### config.mk
export PLATFORM = sky130hd
export DESIGN_NAME = uart_rx_serial
export DESIGN_NICKNAME = d
export VERILOG_FILES = /design/src/rtl/uart_rx_serial.sv
export SDC_FILE = /design/constraint.sdc
export NUM_CORES = 1
export LEC_CHECK = 0
export CAP_MARGIN = 20
export CORE_UTILIZATION = 56
export DETAILED_ROUTE_END_ITERATION = 10
export GPL_ROUTABILITY_DRIVEN = 0
export PLACE_DENSITY = 0.78
export SLEW_MARGIN = 10
export SYNTH_ARGS = -nofsm -noshare
export SYNTH_HDL_FRONTEND = slang
export SYNTH_SLANG_ARGS = --single-unit
### constraint.sdc
create_clock -name clk -period 1.9 [get_ports clk]
set_input_delay 0.38 -clock clk [delete_from_list [all_inputs] [get_ports clk]]
set_output_delay 0.38 -clock clk [all_outputs]
set_load 0.02 [all_outputs]
### src/rtl/uart_rx_serial.sv
// rtl/uart_rx_serial.sv - oversampling 8N1 UART receiver with valid/ready byte output
// Holding register takes one byte; error/overrun flags are single-cycle pulses.
module uart_rx_serial #(
  parameter int CLK_HZ     = 50000000,
  parameter int BAUD       = 115200,
  parameter int OVERSAMPLE = 16
) (
  input  logic       clk,
  input  logic       rst,
  input  logic       rxd,
  output logic [7:0] rx_data,
  output logic       rx_valid,
  input  logic       rx_ready,
  output logic       frame_err,
  output logic       brk,
  output logic       overrun
);

  localparam int DIV_RAW = CLK_HZ / (BAUD * OVERSAMPLE);
  localparam int DIV     = (DIV_RAW < 1) ? 1 : DIV_RAW;
  localparam int DIV_W   = (DIV > 1) ? $clog2(DIV) : 1;
  localparam int SC_W    = $clog2(OVERSAMPLE);
  localparam logic [DIV_W-1:0] DIV_LAST = DIV_W'(DIV - 1);
  localparam logic [SC_W-1:0]  SC_HALF  = SC_W'(OVERSAMPLE / 2);
  localparam logic [SC_W-1:0]  SC_LAST  = SC_W'(OVERSAMPLE - 1);

  typedef enum logic [2:0] {
    S_IDLE, S_START, S_DATA, S_STOP, S_WAIT_HI
  } state_t;

  state_t            r_state;
  state_t            w_state_nxt;
  logic              r_sync1;
  logic              r_rxs;
  logic [DIV_W-1:0]  r_div_cnt;
  logic [1:0]        r_samp;
  logic [SC_W-1:0]   r_scnt;
  logic [SC_W-1:0]   w_scnt_nxt;
  logic [2:0]        r_bit;
  logic [2:0]        w_bit_nxt;
  logic [7:0]        r_shift;
  logic              r_deliver;
  logic [7:0]        r_rx_data;
  logic              r_rx_valid;
  logic              r_frame_err;
  logic              r_brk;
  logic              r_overrun;
  logic              w_tick;
  logic              w_maj;
  logic              w_shift_en;
  logic              w_stop_ok;
  logic              w_stop_bad;
  logic              w_clr_div;

  assign w_tick = (r_div_cnt == DIV_LAST);
  // Vote over this tick's sample and the two previous tick samples.
  assign w_maj  = (r_rxs & r_samp[0]) | (r_rxs & r_samp[1]) | (r_samp[0] & r_samp[1]);

  always_comb begin
    w_state_nxt = r_state;
    w_scnt_nxt  = r_scnt;
    w_bit_nxt   = r_bit;
    w_shift_en  = 1'b0;
    w_stop_ok   = 1'b0;
    w_stop_bad  = 1'b0;
    w_clr_div   = 1'b0;
    if (w_tick) begin
      case (r_state)
        S_IDLE: begin
          if (!r_rxs) begin
            w_state_nxt = S_START;
            w_scnt_nxt  = SC_W'(1);
            w_clr_div   = 1'b1;
          end
        end
        S_START: begin
          if (r_scnt == SC_HALF) begin
            if (!w_maj) begin
              w_state_nxt = S_DATA;
              w_scnt_nxt  = '0;
              w_bit_nxt   = '0;
            end else begin
              w_state_nxt = S_IDLE;
            end
          end else if (r_rxs) begin
            w_state_nxt = S_IDLE;
          end else begin
            w_scnt_nxt = r_scnt + SC_W'(1);
          end
        end
        S_DATA: begin
          if (r_scnt == SC_LAST) begin
            w_shift_en = 1'b1;
            w_scnt_nxt = '0;
            if (r_bit == 3'd7) w_state_nxt = S_STOP;
            else               w_bit_nxt   = r_bit + 3'd1;
          end else begin
            w_scnt_nxt = r_scnt + SC_W'(1);
          end
        end
        S_STOP: begin
          if (r_scnt == SC_LAST) begin
            w_scnt_nxt = '0;
            if (w_maj) begin
              w_stop_ok   = 1'b1;
              w_state_nxt = S_IDLE;
            end else begin
              w_stop_bad  = 1'b1;
              w_state_nxt = S_WAIT_HI;
            end
          end else begin
            w_scnt_nxt = r_scnt + SC_W'(1);
          end
        end
        S_WAIT_HI: begin
          if (r_rxs) w_state_nxt = S_IDLE;
        end
        default: w_state_nxt = S_IDLE;
      endcase
    end
  end

  always_ff @(posedge clk) begin
    if (rst) begin
      r_state     <= S_IDLE;
      r_sync1     <= 1'b1;
      r_rxs       <= 1'b1;
      r_div_cnt   <= '0;
      r_samp      <= 2'b11;
      r_scnt      <= '0;
      r_bit       <= '0;
      r_shift     <= '0;
      r_deliver   <= 1'b0;
      r_rx_data   <= '0;
      r_rx_valid  <= 1'b0;
      r_frame_err <= 1'b0;
      r_brk       <= 1'b0;
      r_overrun   <= 1'b0;
    end else begin
      r_sync1 <= rxd;
      r_rxs   <= r_sync1;
      if (w_tick || w_clr_div) r_div_cnt <= '0;
      else                     r_div_cnt <= r_div_cnt + DIV_W'(1);
      if (w_tick) r_samp <= {r_samp[0], r_rxs};
      r_state <= w_state_nxt;
      r_scnt  <= w_scnt_nxt;
      r_bit   <= w_bit_nxt;
      if (w_shift_en) r_shift <= {w_maj, r_shift[7:1]};
      r_deliver   <= w_stop_ok;
      r_frame_err <= w_stop_bad;
      r_brk       <= w_stop_bad && (r_shift == 8'h00);
      // Shift register is untouched until the next DATA phase, so it is still valid here.
      r_overrun <= 1'b0;
      if (r_deliver) begin
        if (!r_rx_valid || rx_ready) begin
          r_rx_data  <= r_shift;
          r_rx_valid <= 1'b1;
        end else begin
          r_overrun <= 1'b1;
        end
      end else if (r_rx_valid && rx_ready) begin
        r_rx_valid <= 1'b0;
      end
    end
  end

  assign rx_data   = r_rx_data;
  assign rx_valid  = r_rx_valid;
  assign frame_err = r_frame_err;
  assign brk       = r_brk;
  assign overrun   = r_overrun;

endmodule

==> results by group <==
Outcome
  • Status: finished clean

Worst setup path
  • Delay-heaviest family, CP: simple AND/OR/NAND/NOR gates
  • Critical Path End Type: flip-flop
  • Critical path data arrival time: ~2100 ps
  • CP required: approximately 2200 ps
  • Crit Path Category: flip-flop to flip-flop
  • R2R setup slack: about 110 ps
  • Worst reg2reg startpoint: r_div_cnt[0]
  • CP endpoint: brk
  • CP Depth: 6
  • CP max stage cell: or4_1
  • Critical path, cell by cell: inv_1 -> ha_1 -> nand4b_4 -> or4_1 -> nor2_1 -> and3_1
  • Worst R2R Path Depth: 6
  • Crit path max fanout: 8
  • Worst setup SP type: flip-flop
  • CP startpoint: r_div_cnt[0]
  • CP Buf/Inv Count: 1
  • CP max stage delay: about 590 ps
  • Reg-to-reg endpoint: brk

Route
  • Vias/cell: between 5 and 6
  • Remaining antenna violation count: 0
  • Routed len/inst: between 10 and 15 um
  • # DRC: 0
  • Routed via count: between 1500 and 2000
  • WL final: approximately 3700 um
  • Initial DRC count: 75
  • DRT Pass-1 Iters: 4

Final layout
  • Most frequent cells in the layout: 39 x dfxtp_1, 26 x nor2_1, 17 x mux2i_1
  • Most common cell after layout, fill and taps aside: dfxtp_1
  • Synth-to-Final Area Change: 18.15%
  • Utilization after layout: 71.13%
  • Final Net Count: between 200 and 250
  • Fillers: roughly 240
  • Antenna cell count: 0
  • Share of cells above drive strength 1: 12.22%

Timing
  • Setup TNS: 0 ps
  • Final Hold Viols: 0
  • Least-Margin Pin Slew: between 400 and 500 ps
  • RSZ-0062 raised after global routing: no
  • Final min period: between 1500 and 2000 ps
  • Slew headroom: 68.37%
  • Slew Viols, Final: 0
  • Period utilisation layout: 94.42%
  • Fmax: around 560 MHz
  • Skew final: 7.133 ps
  • Final setup violating endpoints: 0
  • Worst setup margin: 106.0 ps

Clock tree
  • CTS clock-pin slew for the worst setup and hold paths: ~120 ps
  • Root buf cell: clkbuf_4
  • CTS Buf Count: 5
  • Worst skew pair latency: approximately 340 ps
  • CTS tree: yes
  • # H-tree levels: 2
  • CTS max path bufs: 2
  • CTS sink count: 40

Logic synthesis
  • Synth top area share: 42.87%
  • Async S/R FF share, synth: 0%
  • Post-Syn Nets: between 200 and 250
  • Synth cell types: between 40 and 50
  • Synth area leader: dfxtp_1
  • Simple-gate share of the synthesized area: 22.30%
  • Ranking of synthesized cells by area: dfxtp_1 43%, mux2i_1 9.1%, nor2_1 5.2%, ha_1 4.0%, o21ai_0 2.4%
  • Cells after synthesis: 199
  • Ys Warns: 0
  • Avg Inst Size Synth: approximately 9.4 sq um
  • Yosys reg bits: 40
  • Synth Area in Adders: under 10%
  • Post-synthesis compound-gate area fraction: roughly 15%
  • Area share of xor/xnor cells in the synthesized design: less than 1%
  • Sequential fraction of the synthesis area: 42.87%
  • Post-synth EDFFs: 0
  • Mux cell area share after synthesis: 9.712%
  • Cell Area, Synth: roughly 1900 sq um
  • Largest family of logic cells by synthesized area: simple AND/OR/NAND/NOR gates
  • Top FF cell, synth: dfxtp_1

Power and ir drop
  • Leakage: around 0.90 nW
  • Tot Pwr: 1.516 mW
  • Max VDD drop: 0.4902 mV
  • P per Cell Area: ~700 nW/um^2

Global routing
  • First-pass GRT wire length: 6279 um
  • Largest net degree at the start of global routing: between 40 and 50
  • Congestion Overflow GR: 0
  • Vias in the first global route: approximately 1400
  • All-Layer GR Usage: a little under a quarter
  • Initial antenna violation count: 0

Die
  • Die area: approximately 3600 sq um
  • Site row count: 20
  • Chip Height: between 50 and 60 um
  • Starting Density: around 60%
  • Core area: 3103 sq um
  • Ports: 16
  • Die W: ~60 um

Worst hold path
  • Class of the tightest hold or removal check: flip-flop to flip-flop

Placement
  • DP HPWL: 2664 um
  • IO Port Bufs: 15
  • Pre-CTS setup slack: between 60 and 70 ps

Run
  • Max cap viols: 0
[how the worst min path moves through the flow]
stage	from	end	slack, ps	cells past startpoint
5_1_grt	r_sync1	r_rxs	440	1
6_report	r_sync1	r_rxs	420	1
4_1_cts	r_sync1	r_rxs	430	1
3_5_place_dp	r_sync1	r_rxs	400	1
2_1_floorplan	r_sync1	r_rxs	390	1
3_3_place_gp	r_sync1	r_rxs	390	1
[layout make-up]
type                            instances  area (sq um)  share of cell area, %
Sequential cell                        40         802.0                  36.34
Tap cell                               44         55.05                  2.494
Multi-Input combinational cell        139         991.0                  44.90
Timing Repair Buffer                   23         222.7                  10.09
Clock inverter                          1         30.03                  1.361
Clock buffer                            7         65.06                  2.948
Inverter                               11         41.29                  1.871
[timing repair]
| item | CTS | global route |
|---|---|---|
| hold buffers | 0 | 0 |
| endpoints found under the setup margin | 0 | 12 |
| resized for setup | 0 | 2 |
| setup buffers | 0 | 0 |
[cell families after synthesis]
logic type | Yosys count
AND/OR/NAND/NOR | 72
buffers and inverters | 20
flip-flops | 40
adder cells (fa/ha/maj) | 7
XOR/XNOR | 2
multiplexers | 18
AO/OA/AOI/OAI | 40
[layer usage]
metal	wire [um]	track usage, %	up-vias
met4	68	12.62	0
met2	1835	38.41	57
li1	-	-	768
met3	208	5.195	8
met5	0	0	-
met1	1616	28.74	730
[report_power, final]
| part | total, mW | switching [mW] | internal, mW |
|---|---|---|---|
| logic | 0.0479 | 0.0247 | 0.0232 |
| registers | 0.854 | 0.00800 | 0.846 |
| clock network | 0.614 | 0.265 | 0.349 |
| total | 1.52 | 0.298 | 1.22 |
[synthesized netlist by cell type (5+ instances only)]
cell,instances
inv_1,11
a21oi_1,5
o21ai_0,9
nand2b_1,7
dfxtp_1,40
mux2i_1,17
nand2_1,5
clkbuf_1,6
ha_1,6
nor2_1,26
[sequential cells by signal, summed over array words and instances, names as in the netlist]
signal,flops
r_samp,2
r_div_cnt,5
brk,1
overrun,1
r_shift,8
frame_err,1
r_state,3
r_rxs,1
r_sync1,1
r_scnt,4
r_deliver,1
r_bit,3
rx_data,8
rx_valid,1
[metrics by stage]
step                      instances  hold slack, ps  cell area [sq um]
after global routing            265           442.4               2207
after global placement          257           394.5               2102
after CTS                       265           428.4               2197
after detailed placement        257           400.7               2102
after floorplan                 199           389.5               1868
final                           265           424.1               2207
(Power assumes the default switching activity.)
